[config.mk]
export PLATFORM = sky130hd
export DESIGN_NAME = ram_arbiter
export DESIGN_NICKNAME = d
export VERILOG_FILES = /design/src/rtl/ram_arbiter.sv
export SDC_FILE = /design/constraint.sdc
export NUM_CORES = 1
export LEC_CHECK = 0
export CAP_MARGIN = 20
export CORE_ASPECT_RATIO = 1.1
export CORE_MARGIN = 3
export CORE_UTILIZATION = 40
export CTS_CLUSTER_DIAMETER = 30
export CTS_CLUSTER_SIZE = 25
export DETAILED_ROUTE_END_ITERATION = 6
export DONT_BUFFER_PORTS = 1
export GPL_TIMING_DRIVEN = 0
export SLEW_MARGIN = 20
export SYNTH_ARGS = -nofsm -noshare
export SYNTH_HDL_FRONTEND = slang
export SYNTH_SLANG_ARGS = --single-unit
[constraint.sdc]
create_clock -name clk -period 1.8 [get_ports clk]
set_clock_uncertainty 0.2 [all_clocks]
set_input_delay 0.18 -clock clk [delete_from_list [all_inputs] [get_ports clk]]
set_output_delay 0.18 -clock clk [all_outputs]
set_load 0.005 [all_outputs]
[src/rtl/ram_arbiter.sv]
// Arbitrates the single-ported RAM between instruction fetch and data load/store; data has fixed priority.
// Optional one-entry fetch buffer enabled by defining RAM_ARB_IBUF_EN.
module ram_arbiter #(
  parameter int unsigned ADDR_W = 32,
  parameter int unsigned DATA_W = 32
) (
  input  logic              clk,
  input  logic              nRST,
  input  logic              iren,
  input  logic [ADDR_W-1:0] iaddr,
  output logic              ihit,
  output logic [DATA_W-1:0] imemload,
  input  logic              dren,
  input  logic              dwen,
  input  logic [ADDR_W-1:0] daddr,
  input  logic [DATA_W-1:0] dstore,
  output logic              dhit,
  output logic [DATA_W-1:0] dmemload,
  output logic              ram_ren,
  output logic              ram_wen,
  output logic [ADDR_W-1:0] ram_addr,
  output logic [DATA_W-1:0] ram_store,
  input  logic [DATA_W-1:0] ram_load,
  input  logic              ram_ready
);

  typedef enum logic [1:0] {
    IDLE  = 2'd0,
    IBUSY = 2'd1,
    DBUSY = 2'd2,
    RESP  = 2'd3
  } state_t;

  state_t state, next_state;

  logic op_store, op_store_next;
  logic grant_data_c, grant_fetch_c, ibuf_take_c;
  logic fetch_done_c, data_done_c;
  logic ren_next_c, wen_next_c;
  logic ibuf_match_c;
  logic [DATA_W-1:0] ibuf_rdata_c;

  // Next-state and grant decode
  always_comb begin
    next_state    = state;
    op_store_next = op_store;
    grant_data_c  = 1'b0;
    grant_fetch_c = 1'b0;
    ibuf_take_c   = 1'b0;
    case (state)
      IDLE: begin
        if (dwen || dren) begin
          next_state    = DBUSY;
          grant_data_c  = 1'b1;
          op_store_next = dwen;
        end else if (iren) begin
          if (ibuf_match_c) begin
            next_state  = RESP;
            ibuf_take_c = 1'b1;
          end else begin
            next_state    = IBUSY;
            grant_fetch_c = 1'b1;
          end
        end
      end
      IBUSY: begin
        if (ram_ready) next_state = RESP;
      end
      DBUSY: begin
        if (ram_ready) next_state = RESP;
      end
      RESP: begin
        next_state = IDLE;
      end
      default: begin
        next_state = IDLE;
      end
    endcase
  end

  assign fetch_done_c = (state == IBUSY) && ram_ready;
  assign data_done_c  = (state == DBUSY) && ram_ready;

  // Strobes are registered from the next state so they track the state exactly
  assign ren_next_c = (next_state == IBUSY) || ((next_state == DBUSY) && !op_store_next);
  assign wen_next_c = (next_state == DBUSY) && op_store_next;

  always_ff @(posedge clk or negedge nRST) begin
    if (!nRST) begin
      state    <= IDLE;
      op_store <= 1'b0;
    end else begin
      state    <= next_state;
      op_store <= op_store_next;
    end
  end

  // Registered outputs and request latches
  always_ff @(posedge clk or negedge nRST) begin
    if (!nRST) begin
      ram_ren   <= 1'b0;
      ram_wen   <= 1'b0;
      ihit      <= 1'b0;
      dhit      <= 1'b0;
      ram_addr  <= '0;
      ram_store <= '0;
      imemload  <= '0;
      dmemload  <= '0;
    end else begin
      ram_ren <= ren_next_c;
      ram_wen <= wen_next_c;
      ihit    <= fetch_done_c || ibuf_take_c;
      dhit    <= data_done_c;
      if (grant_data_c) begin
        ram_addr  <= daddr;
        ram_store <= dstore;
      end else if (grant_fetch_c) begin
        ram_addr <= iaddr;
      end
      if (fetch_done_c) begin
        imemload <= ram_load;
      end else if (ibuf_take_c) begin
        imemload <= ibuf_rdata_c;
      end
      if (data_done_c && !op_store) begin
        dmemload <= ram_load;
      end
    end
  end

`ifdef RAM_ARB_IBUF_EN
  logic              ibuf_valid;
  logic [ADDR_W-1:0] ibuf_addr;
  logic [DATA_W-1:0] ibuf_data;

  assign ibuf_match_c = ibuf_valid && (iaddr == ibuf_addr);
  assign ibuf_rdata_c = ibuf_data;

  // Fill on every RAM fetch; drop the entry when a store overwrites its address
  always_ff @(posedge clk or negedge nRST) begin
    if (!nRST) begin
      ibuf_valid <= 1'b0;
      ibuf_addr  <= '0;
      ibuf_data  <= '0;
    end else if (fetch_done_c) begin
      ibuf_valid <= 1'b1;
      ibuf_addr  <= ram_addr;
      ibuf_data  <= ram_load;
    end else if (data_done_c && op_store && (ram_addr == ibuf_addr)) begin
      ibuf_valid <= 1'b0;
    end
  end
`else
  assign ibuf_match_c = 1'b0;
  assign ibuf_rdata_c = '0;
`endif

endmodule

==> impl_metrics.tcl, run 1 <==
set metrics [dict create \
    postSynthNetCount 521 \
    cts_buffer_depth 2 \
    yosys_most_used_dff "dfrtp_1" \
    die_w_um 115 \
    clockRootBuffer "clkbuf_16" \
    die_y_um 126 \
    start_util_pct 41.3 \
    num_io_pins 266 \
    synth.largest_area_cell "dfrtp_1" \
    synth_area_leaders "dfrtp_1, mux2_2, o22ai_1" \
    cts_setup_buffers 4 \
    status "did not finish" \
    place_congestion 0.775 \
    synth_cells 383 \
    synthTopCellsByCount "dfrtp_1, mux2_2, nor2_1" \
    ys_seq_area_share_pct 64.2 \
    hpwl_um 8680 \
    cts_max_level 4 \
    first-error "[ERROR RSZ-0060] Max buffer count reached." \
    avgSynthCellArea_um2 13.7 \
    holdBufCountCts 117 \
    synth_top_area_share_pct 64.2 \
    dp_cells 540 \
    dpl-instance-area_mm2 0.00547 \
    ys_warn_count 0 \
    cts_made_buffers 17 \
    yosysUniqueCellTypes 25 \
    synth-edff-count 0 \
    num_rows 43 \
    synthesis.area_mm2 0.00526 \
    yosys_register_bits 135 \
    async_flop_share_pct 100 \
    numPortBuffers 0 \
    clock_sinks 135 \
    cts_resized 48 \
    yosys.cell_count.top_type "dfrtp_1" \
    haltStage "clock tree synthesis" \
]
[cell families after synthesis]
logic type,count (synthesis),synth area share (%)
simple gates,47,3.73
compound gates,73,8.25
buf+inv,28,2.33
flops,135,64.2
mux,96,20.5
fa+ha+maj,4,0.951
[stage by stage]
stage | setup TNS, ns | worst slack (ns) | hold WS, ns
2_1_floorplan | -0.812 | -0.0280 | -0.316
3_3_place_gp | -19.01 | -0.259 | -0.313
3_5_place_dp | -22.37 | -0.298 | -0.313
==> run 2, diff against run 1 <==
CORE_ASPECT_RATIO = default   (was 1.1)
CORE_UTILIZATION = 25   (was 40)
CTS_CLUSTER_DIAMETER = default   (was 30)
CTS_CLUSTER_SIZE = default   (was 25)
PLACE_DENSITY_LB_ADDON = 0.15   (was default)
clock period = 2.3 ns   (was 1.8 ns; I/O delays follow)
==> run 2 against run 1 <==
Net effect:
- the flow now finishes, with violations (hold timing)
- area after synthesis unchanged
- synthesized cell count unchanged
==> impl_metrics.tcl, run 2 <==
set metrics [dict create \
    synth-edff-count 0 \
    synthTopCellsByCount "dfrtp_1, mux2_2, nor2_1" \
    final_common_cell "dlygate4sd3_1" \
    start_kind "register" \
    synth_mux_area_share_pct 20.5 \
    synth-xor-area-share_pct 0 \
    drc 0 \
    antenna_cells 0 \
    status "finished with violations" \
    yosys_register_bits 135 \
    synth_top_family_by_area "multiplexers" \
    antenna_found_initial 0 \
    cts_made_buffers 17 \
    instances_no_fill 820 \
    period_share_pct 92.1 \
    viasPerCell 4.65 \
    route.detailed.wl_per_inst_um 18.4 \
    yosys_most_used_dff "dfrtp_1" \
    grt_first_pass_wirelength_um 22900 \
    drv_slew 0 \
    antenna_left 0 \
    num_io_pins 266 \
    pwr-share-clk_pct 27.2 \
    drv_cap 0 \
    ys_seq_area_share_pct 64.2 \
    combinationalPowerShare_pct 25.1 \
    synth_compound_area_share_pct 8.25 \
    fmax_mhz 472 \
    clock_sinks 135 \
    yosys.cell_count.top_type "dfrtp_1" \
    grt_max_degree 136 \
    dp_cells 653 \
    synth_top_area_share_pct 64.2 \
    holdCritPathClass "input pin to async pin" \
    yosys.area_share.simple_pct 3.73 \
    routed_wl_um 15100 \
    timing.hold.ws_ns -0.692 \
    swShare_pct 32.0 \
    maxSlewHeadroom_pct 64.2 \
    hpwl_um 9880 \
    die_y_um 151 \
    ys_warn_count 0 \
    clock_latency_ns 0.41 \
    cts_tree "done" \
    synth.largest_area_cell "dfrtp_1" \
    grt-ovfl-total 0 \
    synthesis.area_mm2 0.00526 \
    crit_fanout 10 \
    layout_setup_ws_ns 0.181 \
    synth_cells 383 \
    drt_iter0_drc 127 \
    postSynthNetCount 521 \
    worstPathArrival_ns 2.25 \
    grt_usage_pct 13.0 \
    tns_ns 0 \
    die_area_mm2 0.0228 \
    cts_max_level 4 \
    first_global_vias 4231 \
    drtPass1Iterations 4 \
    cts_setup_buffers 0 \
    clkTransAtPathRegs_ns 0.06 \
    finalHoldViolCount 135 \
    async_flop_share_pct 100 \
    total_power_uw 9650 \
    r2r_cells 7 \
    seqPwrFrac_pct 47.8 \
    via_count 3810 \
    drive_gt1_share_pct 26.0 \
    cp.required_ns 2.43 \
    avgSynthCellArea_um2 13.7 \
    finalSetupViolCount 0 \
    core_mm2 0.0204 \
    critPathCaptureType "register" \
    area_delta_synth_final_pct 43.2 \
    layout_common_cells "dlygate4sd3_1, dfrtp_1, mux2_2" \
    r2r_slack_ns 0.18 \
    pre_cts_slack_ns 0.00833 \
    yosysUniqueCellTypes 25 \
    die_w_um 151 \
    rsz0062_at_grt "no" \
    violations "hold timing" \
    clockRootBuffer "clkbuf_16" \
    num_rows 52 \
    crit_type "register to register" \
    intPower_uw 6560 \
    start_util_pct 25.8 \
    synth_fa_ha_area_share_pct 0.951 \
    power.net_switching_uw 3090 \
    min_period_ns 2.12 \
    synth_area_leaders "dfrtp_1, mux2_2, o22ai_1" \
    leakage_uw 0.00315 \
    worstMarginPinSlew_ns 0.537 \
    p_per_area_mw_per_mm2 1280 \
    numPortBuffers 0 \
    cts_buffer_depth 2 \
    place_congestion 0.705 \
    nNetsFinal 676 \
    ir_drop_uv 489 \
]
==> run 2: cell counts after synthesis <==
Identical to the previous run, type by type.
==> run 2: stage by stage <==
stage	area, um2	util, %
after floorplan	5260	-
after global placement	5600	27.4
after detailed placement	5600	27.4
after CTS	7500	36.7
after global routing	7540	36.9
final	7540	36.9
==> run 2: cell type report <==
type                       instances  area (um2)
sequential                       135        3380
clock buffer                      18         429
tap                              270         338
inverter                           5        18.8
multi-input combinational        220        1770
timing repair buffer             136        1360
clock inverter                    13         133
buffer                            23         108
fill                            1972       12900
==> run 2: kinds of logic (layout without fill, tap and decap cells) <==
| family | count (synthesis) | after routing |
|---|---|---|
| buf+inv | 28 | 195 |
| compound gates | 73 | 73 |
| simple gates | 47 | 47 |
| flops | 135 | 135 |
| mux | 96 | 96 |
| fa+ha+maj | 4 | 4 |
==> run 2: path summary, 6_finish.rpt <==
check / startpoint / to
max: state[1] / ram_addr[21]
min: nRST / imemload[6]
max reg2reg: state[1] / ram_addr[21]
min reg2reg: dmemload[6] / dmemload[6]
max in group asynchronous: nRST / ram_store[10]
min in group clk: dwen / ram_ren
==> run 2: critical path, cell delays in order, from the launching register on <==
cell and delay (ns):
dfrtp_1 0.41, inv_1 0.13, ha_1 0.15, buf_2 0.23, o31a_2 0.26, clkbuf_1 0.42, nor2_1 0.07, a21oi_1 0.15
==> run 2: per-layer routing <==
metal  vias to the layer above  track usage [%]  wire, um
met5                         -                0         0
met4                         0             5.17       298
met3                        24             5.48      1430
met2                       198             22.3      7680
met1                      1908             14.2      5700
li1                       1680                -         -
==> run 2: power by group through the flow <==
stage	Clock, uW	Sequential (uW)	Combinational (uW)
CTS	2710	4640	2420
global placement	0	4680	2100
global route	2820	4770	2720
detailed placement	0	4660	2210
finish	2620	4610	2420
floorplan	0	4270	1840
==> run 2: what timing repair did <==
item | in CTS | in global routing
endpoints found under the setup margin | 0 | 33
endpoints found under the hold margin | 268 | 138
resized for setup | 0 | 5
hold buffers | 134 | 2
No activity file was read; power rests on OpenSTA's default activity.
